===== config.mk =====
export PLATFORM = sky130hd
export DESIGN_NAME = fp_operand_loader
export DESIGN_NICKNAME = d
export VERILOG_FILES = /design/src/rtl/fp_operand_loader.sv
export SDC_FILE = /design/constraint.sdc
export NUM_CORES = 1
export LEC_CHECK = 0
export BUFFER_PORTS_ARGS = -buffer_cell sky130_fd_sc_hd__buf_4
export CAP_MARGIN = 20
export CORE_ASPECT_RATIO = 2
export CORE_UTILIZATION = 34
export CTS_BUF_LIST = sky130_fd_sc_hd__clkbuf_4 sky130_fd_sc_hd__clkbuf_8
export DETAILED_ROUTE_END_ITERATION = 12
export PLACE_DENSITY = 0.62
export SYNTH_ARGS = -nofsm -noshare
export SYNTH_HDL_FRONTEND = slang
export SYNTH_SLANG_ARGS = --single-unit

===== constraint.sdc =====
create_clock -name clk -period 3.1 [get_ports clk]
set_clock_uncertainty 0.2 [all_clocks]
set_input_delay 0.31 -clock clk [delete_from_list [all_inputs] [get_ports clk]]
set_output_delay 0.31 -clock clk [all_outputs]
set_load 0.005 [all_outputs]

===== src/rtl/fp_operand_loader.sv =====
// fp_operand_loader: assembles two IEEE-754 single-precision operands for an
// FP adder from eight byte entries made on slide switches, one byte per
// debounced push-button press, MSB first (op_a then op_b).
module fp_operand_loader #(
  parameter int unsigned DEBOUNCE_CYCLES = 16
) (
  input  logic        clk,
  input  logic        rst,
  input  logic        btn,
  input  logic [7:0]  sw,
  output logic [31:0] op_a,
  output logic [31:0] op_b,
  output logic        op_valid,
  output logic [3:0]  byte_idx,
  output logic        loaded
);

  localparam int unsigned CW = (DEBOUNCE_CYCLES > 2) ? $clog2(DEBOUNCE_CYCLES) : 1;
  localparam logic [CW-1:0] CNT_LAST = CW'(DEBOUNCE_CYCLES - 1);

  typedef enum logic [1:0] {
    LOAD_A,
    LOAD_B,
    DONE
  } state_t;

  logic          btn_s1, btn_s2;
  logic [7:0]    sw_s1, sw_s2;
  logic [CW-1:0] db_cnt;
  logic          db_level;
  logic          db_level_q;
  logic          press;
  state_t        state_q, state_d;

  // Two-flop synchronizers for the asynchronous button and switch inputs
  always_ff @(posedge clk or posedge rst) begin
    if (rst) begin
      btn_s1 <= 1'b0;
      btn_s2 <= 1'b0;
      sw_s1  <= '0;
      sw_s2  <= '0;
    end else begin
      btn_s1 <= btn;
      btn_s2 <= btn_s1;
      sw_s1  <= sw;
      sw_s2  <= sw_s1;
    end
  end

  // Debounce: accept a level change only after DEBOUNCE_CYCLES stable samples
  always_ff @(posedge clk or posedge rst) begin
    if (rst) begin
      db_cnt   <= '0;
      db_level <= 1'b0;
    end else if (btn_s2 != db_level) begin
      if (db_cnt == CNT_LAST) begin
        db_level <= ~db_level;
        db_cnt   <= '0;
      end else begin
        db_cnt <= db_cnt + 1'b1;
      end
    end else begin
      db_cnt <= '0;
    end
  end

  // Registered one-cycle press pulse on the debounced rising edge only
  always_ff @(posedge clk or posedge rst) begin
    if (rst) begin
      db_level_q <= 1'b0;
      press      <= 1'b0;
    end else begin
      db_level_q <= db_level;
      press      <= db_level & ~db_level_q;
    end
  end

  // FSM state register
  always_ff @(posedge clk or posedge rst) begin
    if (rst) begin
      state_q <= LOAD_A;
    end else begin
      state_q <= state_d;
    end
  end

  // FSM next-state: advance on the press that completes each operand
  always_comb begin
    state_d = state_q;
    case (state_q)
      LOAD_A:  if (press && byte_idx == 4'd3) state_d = LOAD_B;
      LOAD_B:  if (press && byte_idx == 4'd7) state_d = DONE;
      DONE:    if (press) state_d = LOAD_A;
      default: state_d = LOAD_A;
    endcase
  end

  // Operand datapath: write the synchronized switch byte into the slot
  // selected by byte_idx on each press; a press in DONE starts a new load
  always_ff @(posedge clk or posedge rst) begin
    if (rst) begin
      op_a     <= '0;
      op_b     <= '0;
      byte_idx <= '0;
      op_valid <= 1'b0;
    end else begin
      op_valid <= 1'b0;
      if (press) begin
        case (state_q)
          LOAD_A: begin
            case (byte_idx[1:0])
              2'd0: op_a[31:24] <= sw_s2;
              2'd1: op_a[23:16] <= sw_s2;
              2'd2: op_a[15:8]  <= sw_s2;
              default: op_a[7:0] <= sw_s2;
            endcase
            byte_idx <= byte_idx + 4'd1;
          end
          LOAD_B: begin
            case (byte_idx[1:0])
              2'd0: op_b[31:24] <= sw_s2;
              2'd1: op_b[23:16] <= sw_s2;
              2'd2: op_b[15:8]  <= sw_s2;
              default: op_b[7:0] <= sw_s2;
            endcase
            byte_idx <= byte_idx + 4'd1;
            if (byte_idx == 4'd7) op_valid <= 1'b1;
          end
          DONE: begin
            op_a     <= {sw_s2, 24'h000000};
            op_b     <= '0;
            byte_idx <= 4'd1;
          end
          default: begin
            op_a     <= '0;
            op_b     <= '0;
            byte_idx <= '0;
          end
        endcase
      end
    end
  end

  assign loaded = (state_q == DONE);

endmodule


# Word-level counts from Yosys, hierarchy flattened
# Index checks and enable logic that the tools add are counted.
word_totals:
  word_cells: 77
  out_inout_bits: 70
  ff_bits: 96
  in_bits: 11
op_classes:
  n_bitwise: 5
  muxes: 16
  eq_ne: 19
  n_addsub: 2
  n_reduce_logical: 16
op_table:
  columns: ["cell", "n"]
  rows:
  - ["$pmux 32 s3", 1]
  - ["$pmux 32 s2", 1]
  - ["$mux 8", 4]
  - ["$reduce_and 3->1", 9]
  - ["$ne 2x1->1 const B", 7]
  - ["$add 4x1->4 const B", 2]
  - ["$mux 4", 2]
  - ["$ne 2x2->1 const B", 4]
  - ["$pmux 4 s2", 1]
  - ["$mux 2", 3]
  - ["$pmux 2 s3", 1]
  - ["$eq 2x1->1 const B", 2]
  - ["$eq 2x2->1 const B", 2]
  - ["$eq 4x2->1 const B", 1]
  - ["$eq 4x3->1 const B", 1]
  - ["$eq 4x4->1 const B", 1]
  - ["$logic_not 2->1", 2]
  - ["$not 1->1", 4]
  - ["$mux 1", 3]
  - ["$reduce_or 3->1", 1]
  - ["$logic_and 1x1->1", 2]
  - ["$reduce_and 2->1", 1]
  - ["$reduce_or 2->1", 1]
  - ["$and 1x1->1", 1]
  - ["$ne 1x1->1", 1]

# Longest topological paths before layout
# Gate-level depths: netlist of the first run.
logic_depth:
  word_depth: 4
  depth_mapped: 6
  depth_no_buf: 5

# Worst setup path before layout of the first run
# Ideal clock, no wire load.
synth_path:
  path_type: "register to register"
  start: "reg byte_idx[0]"
  end: "reg op_a[24]"
  synth_period_minus_slack_ns: 1.744
  arrival_ns: 1.419
  path_buffers: 0
  required_ns: 2.775
  slack_ns: 1.356
  setup_time_ns: 0.125
  path_stages_with_launch: 6
  path_cell_list: "dfrtp_1 -> inv_1 -> ha_1 -> nand2b_4 -> a21oi_4 -> mux2_2"
synth_between:
  elab_chain_cells: 3
synth_lines:
  columns: ["element", "line_no", "text"]
  rows:
  - ["from (decl)", "14", "output logic [3:0] byte_idx,"]
  - ["from (signal assigned)", "117", "byte_idx <= byte_idx + 4'd1;"]
  - ["from (signal assigned)", "126", "byte_idx <= byte_idx + 4'd1;"]
  - ["$logic_not 2->1", "111", "case (byte_idx[1:0])"]
  - ["$ne 2x1->1 (no source line)", null, null]
  - ["$reduce_and 3->1 (no source line)", null, null]
  - ["to (signal assigned)", "112", "2'd0: op_a[31:24] <= sw_s2;"]
  - ["to (signal assigned)", "130", "op_a <= {sw_s2, 24'h000000};"]
  - ["to (decl)", "11", "output logic [31:0] op_a,"]
# No other way between the ends.
# A chain may end at the register's enable or synchronous reset.

# Worst setup path after layout of the first run
layout_path:
  start: "reg state_q[0]"
  end: "out loaded"
layout_between:
  elab_chain_cells: 1
layout_lines:
  columns: ["element", "line_no", "text"]
  rows:
  - ["from (decl)", "33", "state_t state_q, state_d;"]
  - ["from (signal assigned)", "83", "state_q <= state_d;"]
  - ["$eq 2x2->1", "144", "assign loaded = (state_q == DONE);"]
  - ["to (decl)", "15", "output logic loaded"]
# No other way between the ends.

==> flow_summary.ini, run 1 <==
[drt]
vias = 2935
drc = 0
via_per_inst = 5.42
drtAntennaViolNets = 0
drt_iter0_drc = 227
drt-wirelength-per-cell_um = 18.8
wl_mm = 10.2
first_pass_iters = 4

[finish]
syn_to_final_growth_pct = 23.4
final_nets = 413
final_common_cell = dfrtp_1
final_layout_size_suffix_gt1_frac = 0.283
antenna_cells = 0
final_cell_mix = dfrtp_1, buf_4, o2bb2ai_1

[floorplan]
die_w_um = 79.0
ioPinCount = 81
num_rows = 55
die-area_um2 = 12300
placeableCoreArea_um2 = 11400
die_h_um = 156
initial_core_util = 0.352

[timing]
setup_viol_count_final = 0
hold_viol = 0
slew_violations = 0
period_needed_ps = 2070
slew_headroom = 0.486
max_freq_mhz = 482
whs_ps = 155
grt_setup_unrepaired = false
setup_tns_ps = 0
post-route-period-util = 0.669
worst_pin_slew_ps = 771

[setup_path]
worstSetupEndpointType = primary output
worst-setup-path-type = reg2out
startpoint_type = flip-flop
critPathMaxStageDelay_ps = 850
crit_chain = nor2b_1, buf_4
crit_slowest_cell = dfrtp_1
cp.required_ps = 2590
crit_family = flip-flops
crit_fanout = 29
crit_arrival_ps = 1560
worstReg2RegStart = press$_DFF_PP0_
reg2reg_depth = 3
rrSetupSlack_ps = 1090
path_buf_inv = 1
timing.rr.end = op_a[30]$_DFFE_PP0P_

[synthesis]
yosysWarnings = 0
synthCells = 324
synth_seq_cells = 96
ys_types = 31
syn_nets = 341
avgSynthCellArea_um2 = 12.4
synth.yosys.seq_area_share = 0.597
syn_area_um2 = 4030

[global_route]
grt_pass1_wl_mm = 16.3
grt-ovfl-total = 0
grt_pass1_vias = 2949
grt_use_total = 0.178
antenna_found_initial = 0
grt_max_degree = 47

[clock_tree]
post_cts_buffers = 0
cts_max_path_buffers = 2
ctsResizeCount = 0
cts_buffers = 9
htreeDepth = 3
cts_root_buf = clkbuf_8
insertion_delay_ps = 370
cts.reportedPaths.clkPinSlew_ps = 90
cts.sinks = 96
cts_tree = done
hold_buffers = 10

[pwr]
p_leak_uw = 0.00228
power.density_nw_per_um2 = 447
finalPower_uw = 2220
irDropWorstVdd_mv = 0.261

[hold_path]
worstHoldEndpoint = sw_s2[0]$_DFF_PP0_
hold_depth = 0
hold_start = sw_s1[0]$_DFF_PP0_
min_path_type = reg2reg

[place]
place_hpwl_mm = 7.01
port_buffers = 80
place_congestion = 0.751

[run]
maxCapViolCount = 0

[run_status]
outcome = finished, final reports clean
## report_power, final
group	switching (uW)	internal [uW]
clock network	423	296
registers	49.1	1290
logic	65.0	92.0
## per-layer routing
layer / share of wire / track usage / up-vias
li1: - / - / 1357
met5: 0 / 0 / -
met3: 0.044 / 0.0374 / 12
met4: 0.019 / 0.0753 / 0
met2: 0.55 / 0.304 / 82
met1: 0.39 / 0.216 / 1484
## cell usage after synthesis, drive strengths merged
cell | count | area share
nand3 | 2 | 0.0025
nor2 | 2 | 0.0019
nand3b | 2 | 0.0037
a21oi | 10 | 0.015
mux2 | 9 | 0.025
dfrtp | 96 | 0.60
and3 | 4 | 0.0062
a22oi | 50 | 0.093
o22ai | 3 | 0.0047
buf | 13 | 0.017
inv | 10 | 0.0093
o2bb2ai | 51 | 0.11
a311oi | 1 | 0.0022
nand2 | 6 | 0.0056
o21ai | 9 | 0.011
ha | 6 | 0.019
and3b | 3 | 0.0065
nor2b | 13 | 0.020
clkbuf | 20 | 0.019
mux2i | 3 | 0.0075
a21o | 1 | 0.0019
xnor2 | 2 | 0.0044
a22o | 1 | 0.0022
nand2b | 4 | 0.0081
nand4b | 2 | 0.0044
nor3 | 1 | 0.0012
## worst max-delay path by stage
stage,from,endpoint,slack [ps],cells after the start
2_1_floorplan,rst,btn_s1$_DFF_PP0_,80,1
3_3_place_gp,press$_DFF_PP0_,op_a[31]$_DFFE_PP0P_,1200,3
3_5_place_dp,press$_DFF_PP0_,op_a[30]$_DFFE_PP0P_,1100,3
4_1_cts,state_q[0]$_DFFE_PP0P_,loaded,1010,2
5_1_grt,state_q[0]$_DFFE_PP0P_,loaded,900,2
6_report,state_q[0]$_DFFE_PP0P_,loaded,1030,2
## flip-flops by register name, summed over array words and instances (netlist names)
register,count
btn_s1,1
btn_s2,1
byte_idx,4
db_cnt,4
db_level,1
db_level_q,1
op_a,32
op_b,32
op_valid,1
press,1
state_q,2
sw_s1,8
sw_s2,8
## through the flow
step                instance area [um^2]  utilization  std cells  worst slack, ps
finish                              4970        0.435        542             1030
CTS                                 4970        0.435        542             1010
global placement                    4700        0.412        517             1200
detailed placement                  4700        0.412        517             1100
floorplan                           4030            -        324             84.6
global route                        4970        0.435        542              898
## area by class of cell
class / count / area, um^2
clock buffers: 10 / 131
clock inverters: 5 / 35.0
fillers: 1108 / 6450
inverters: 10 / 38.8
multi-input cells: 185 / 1440
flip-flops and latches: 96 / 2400
well taps: 142 / 178
repair buffers: 94 / 743
## cells by family (layout without fill, tap and decap cells)
| logic type | Yosys count | count (layout) | share of synthesized area |
|---|---|---|---|
| mux | 12 | 12 | 0.0326 |
| simple gates | 39 | 39 | 0.0603 |
| flops | 96 | 96 | 0.597 |
| xor+xnor | 2 | 2 | 0.00435 |
| compound gates | 126 | 126 | 0.241 |
| buf+inv | 43 | 119 | 0.0460 |
| fa+ha+maj | 6 | 6 | 0.0186 |
(Power assumes the default switching activity.)
==> inputs of run 2 (changes only) <==
==> constraint.sdc (replaced) <==
create_clock -name clk -period 1.7 [get_ports clk]
set_clock_uncertainty 0.2 [all_clocks]
set_input_delay 0.17 -clock clk [delete_from_list [all_inputs] [get_ports clk]]
set_output_delay 0.17 -clock clk [all_outputs]
set_load 0.005 [all_outputs]
==> flow_summary.ini, run 2 (synthesis gave the netlist of run 1 again) <==
[run_status]
outcome = finished, final reports clean

[pwr]
irDropWorstVdd_mv = 0.519
p_leak_uw = 0.00235
power.density_nw_per_um2 = 787

[timing]
hold_viol = 0
period_needed_ps = 1670
max_freq_mhz = 599
worst_pin_slew_ps = 453
whs_ps = 88.7
post-route-period-util = 0.981
slew_violations = 0
slew_headroom = 0.698
setup_viol_count_final = 0
grt_setup_unrepaired = true

[floorplan]
num_rows = 55
die_h_um = 156
placeableCoreArea_um2 = 11400
die-area_um2 = 12300
initial_core_util = 0.352
ioPinCount = 81
die_w_um = 79.0

[hold_path]
min_path_type = in2async

[place]
place_congestion = 0.774
place_hpwl_mm = 6.94
placed_cell_area_um2 = 4810
port_buffers = 80

[finish]
utilization = 0.457
final_common_cell = dfrtp_1
fill_cells = 1099
top_regs = op_a (32), op_b (32)
syn_to_final_growth_pct = 29.6
antenna_cells = 0
final_cell_mix = dfrtp_1, buf_4, o2bb2ai_1
final_cell_area_um2 = 5220
final_nets = 425
final_layout_size_suffix_gt1_frac = 0.356

[setup_path]
crit_chain = inv_2, ha_4, nand2b_4, a21oi_4, buf_12, mux2_4
critPathMaxStageDelay_ps = 430
crit_slowest_cell = dfrtp_1
startpoint_type = flip-flop
worst-setup-path-type = reg2reg
worstSetupEndpointType = flip-flop
crit_arrival_ps = 1730
cp.required_ps = 1760
crit_fanout = 8

[drt]
wl_met3_um = 514
top_layer_used = met4
drt-met1-wl_mm = 3.96
dr_wl_met2_mm = 5.42
vias = 2998
first_pass_iters = 4
drt-wirelength-per-cell_um = 18.2
drt_iter0_drc = 197
wl_mm = 10.1
drtAntennaViolNets = 0
via_per_inst = 5.40
drc = 0

[clock_tree]
htreeDepth = 3
cts_root_buf = clkbuf_8
cts_buffers = 9
cts.reportedPaths.clkPinSlew_ps = 100
cts_max_path_buffers = 2
insertion_delay_ps = 370
cts.sinks = 96
cts_tree = done

[global_route]
grt_max_degree = 61
grt-ovfl-total = 0
grt_pass1_wl_mm = 16.0
grt_use_total = 0.172
grt_pass1_vias = 2872
antenna_found_initial = 0

[run]
maxCapViolCount = 0
-- run 2: cell types whose count changed in the layout (fill, tap and decap cells not counted), moves of 4 or more --
cell | previous run | this run
mux2_4 | 0 | 8
ha_1 | 6 | 2
mux2_2 | 9 | 1
buf_4 | 83 | 92
-- run 2: path summary, 6_finish.rpt --
| check | start | endpoint | slack [ps] | cells past startpoint |
|---|---|---|---|---|
| min in group clk | sw_s1[6]$_DFF_PP0_ | sw_s2[6]$_DFF_PP0_ | 150 | 0 |
| worst max register to register | byte_idx[0]$_DFFE_PP0P_ | op_a[26]$_DFFE_PP0P_ | 30 | 6 |
| worst min register to register | sw_s1[6]$_DFF_PP0_ | sw_s2[6]$_DFF_PP0_ | 150 | 0 |
| worst min-delay path | rst | sw_s1[2]$_DFF_PP0_ | 90 | 3 |
| worst max-delay path | byte_idx[0]$_DFFE_PP0P_ | op_a[26]$_DFFE_PP0P_ | 30 | 6 |
| max in group asynchronous | rst | state_q[1]$_DFFE_PP0P_ | 710 | 4 |
-- run 2: area by class of cell --
cell class	count	area [um^2]	share of cell area
clock buffers	10	131	0.0252
well taps	142	178	0.0340
repair buffers	106	871	0.167
inverters	10	41.3	0.00791
flip-flops and latches	96	2400	0.460
multi-input cells	185	1550	0.297
clock inverters	6	45.0	0.00863
-- run 2: per-stage QoR --
step                setup WS, ps  setup TNS [ps]  total power [uW]  cells
floorplan                   18.8               0              2610    324
global placement           -24.1            -185              2760    527
detailed placement         -79.4            -576              2770    527
CTS                        -8.87           -10.3              4160    554
global route               -16.1           -84.2              4280    555
finish                      31.5               0              4110    555
-- run 2: timing repair --
action / CTS / global route
pin swaps: 1 / 2
setup buffers: 1 / 1
endpoints found under the hold margin: 105 / 0
gates resized for setup: 7 / 26
endpoints found under the setup margin: 13 / 53
hold buffers: 10 / 0
-- run 2: per-layer routing --
| layer | vias up | global-route usage |
|---|---|---|
| met3 | 20 | 0.0345 |
| met5 | - | 0 |
| met4 | 0 | 0.0684 |
| li1 | 1385 | - |
| met2 | 101 | 0.293 |
| met1 | 1492 | 0.212 |
-- run 2: worst max-delay path: cells and delay by family (launching register included) --
| kind | cells | cell delay (ps) |
|---|---|---|
| multiplexers | 1 | 300 |
| flip-flops | 1 | 430 |
| buffers and inverters | 2 | 260 |
| AO/OA/AOI/OAI | 1 | 150 |
| AND/OR/NAND/NOR | 1 | 60 |
| adder cells (fa/ha/maj) | 1 | 160 |
-- run 2: where the power goes --
group	switching [uW]	internal, uW	leakage [uW]
Sequential	89.5	2360	0.00126
Clock	806	553	0.0000823
Combinational	119	177	0.00101
Total	1010	3090	0.00235
==> inputs of run 3 (changes only) <==
--- a/config.mk
+++ b/config.mk
@@ -11,7 +11,7 @@
 export CORE_UTILIZATION = 34
 export CTS_BUF_LIST = sky130_fd_sc_hd__clkbuf_4 sky130_fd_sc_hd__clkbuf_8
 export DETAILED_ROUTE_END_ITERATION = 12
-export PLACE_DENSITY = 0.62
+export PLACE_DENSITY_LB_ADDON = 0.2
 export SYNTH_ARGS = -nofsm -noshare
 export SYNTH_HDL_FRONTEND = slang
 export SYNTH_SLANG_ARGS = --single-unit
==> flow_summary.ini, run 3 (synthesis gave the netlist of run 1 again) <==
[setup_path]
crit_slowest_cell = dfrtp_2
worst-setup-path-type = reg2out
crit_arrival_ps = 1290
reg2reg_depth = 5
startpoint_type = flip-flop
critPathMaxStageDelay_ps = 440
crit_fanout = 5
cpMostUsedCell = buf_6
worstSetupEndpointType = primary output
cp.required_ps = 1330
crit_chain = buf_8, buf_6, nor2b_4, buf_6

[clock_tree]
cts_max_path_buffers = 2
htreeDepth = 3
cts.reportedPaths.clkPinSlew_ps = 110
cts.sinks = 96
cts_tree = done
cts_root_buf = clkbuf_8
cts_buffers = 9
insertion_delay_ps = 380

[drt]
drt-wirelength-per-cell_um = 18.4
wl_mm = 10.3
first_pass_iters = 4
drt_iter0_drc = 193
drtAntennaViolNets = 0
drc = 0
vias = 2953
via_per_inst = 5.26

[finish]
utilization = 0.460
fill_cells = 1119
fin_cells = 561
syn_to_final_growth_pct = 30.6
top_regs = op_a (32), op_b (32)
final_cell_area_um2 = 5260
final_common_cell = dfrtp_1
final_layout_size_suffix_gt1_frac = 0.365
final_nets = 431
final_cell_mix = dfrtp_1, buf_4, o2bb2ai_1
antenna_cells = 0

[hold_path]
min_path_type = reg2reg
hold_depth = 0

[global_route]
grt-ovfl-total = 0
antenna_found_initial = 0
grt_use_total = 0.177
grt_max_degree = 61
grt_pass1_vias = 2975
grt_pass1_wl_mm = 16.4

[timing]
post-route-period-util = 0.975
max_freq_mhz = 604
setup_viol_count_final = 0
slew_headroom = 0.657
worst_pin_slew_ps = 513
hold_viol = 0
grt_setup_unrepaired = true
layout_setup_ws_ps = 43.1
period_needed_ps = 1660
slew_violations = 0

[place]
place_hpwl_mm = 7.13
placed_cell_area_um2 = 4840
port_buffers = 80
dp_slack_ps = -27.3
placed_cells = 530
place_congestion = 0.757

[pwr]
p_leak_uw = 0.00239
finalPower_uw = 4190
irDropWorstVdd_mv = 0.406
power.density_nw_per_um2 = 797

[run_status]
outcome = finished, final reports clean

[floorplan]
initial_core_util = 0.352
ioPinCount = 81
num_rows = 55
die-area_um2 = 12300
die_w_um = 79.0
die_h_um = 156
placeableCoreArea_um2 = 11400

[run]
maxCapViolCount = 0
## run 3: cell types whose count changed in the layout (fill, tap and decap cells not counted), moves of 2 or more
cell and change:
and3_2 +2, buf_6 +3, clkinvlp_4 -2, inv_6 +2, mux2_2 +8, mux2_4 -8
nand2_1 +2, nand2_2 -2
## run 3: per-stage QoR
stage / setup TNS, ps / hold slack, ps
finish: 0 / 158
detailed placement: -205 / 46.4
global placement: 0 / 43.3
floorplan: 0 / 1.43
CTS: -0.440 / 160
global route: -14.7 / 163
## run 3: where the power goes
| group | internal (uW) | switching [uW] |
|---|---|---|
| clock network | 563 | 882 |
| registers | 2360 | 89.4 |
| logic | 179 | 121 |
## run 3: final cells by class
type | count | area [um^2] | share of cell area
clock buffer | 9 | 124 | 0.0235
inverter | 10 | 41.3 | 0.00785
sequential | 96 | 2400 | 0.457
tap | 142 | 178 | 0.0338
clock inverter | 7 | 62.6 | 0.0119
timing repair buffer | 112 | 947 | 0.180
multi-input combinational | 185 | 1500 | 0.286
## run 3: worst max-delay path: cells and delay by family, from the launching register on
family | cells | cell delay, ps
AND/OR/NAND/NOR | 1 | 130
buffers and inverters | 3 | 340
flip-flops | 1 | 440
## run 3: path summary, 6_finish.rpt
kind,startpoint,end,slack (ps)
worst max-delay path,state_q[0]$_DFFE_PP0P_,loaded,40
worst min-delay path,sw_s1[2]$_DFF_PP0_,sw_s2[2]$_DFF_PP0_,160
worst max register to register,state_q[0]$_DFFE_PP0P_,op_a[24]$_DFFE_PP0P_,50
worst min register to register,sw_s1[2]$_DFF_PP0_,sw_s2[2]$_DFF_PP0_,160
max in group asynchronous,rst,op_b[8]$_DFFE_PP0P_,620
min in group asynchronous,rst,sw_s2[4]$_DFF_PP0_,180
## run 3: metal layers
| metal | global-route usage | vias to the layer above | part of all wire | wire length, um |
|---|---|---|---|---|
| met5 | 0 | - | 0 | 0 |
| met4 | 0.0771 | 0 | 0.019 | 201 |
| met3 | 0.0351 | 14 | 0.033 | 344 |
| met2 | 0.299 | 53 | 0.53 | 5520 |
| met1 | 0.218 | 1491 | 0.41 | 4260 |
| li1 | - | 1395 | - | - |
## run 3: what timing repair did
item	CTS	global route
hold buffers	10	0
buffers inserted	2	3
gates resized for setup	16	12
endpoints found under the hold margin	97	0
endpoints found under the setup margin	21	60
pin swaps	1	1
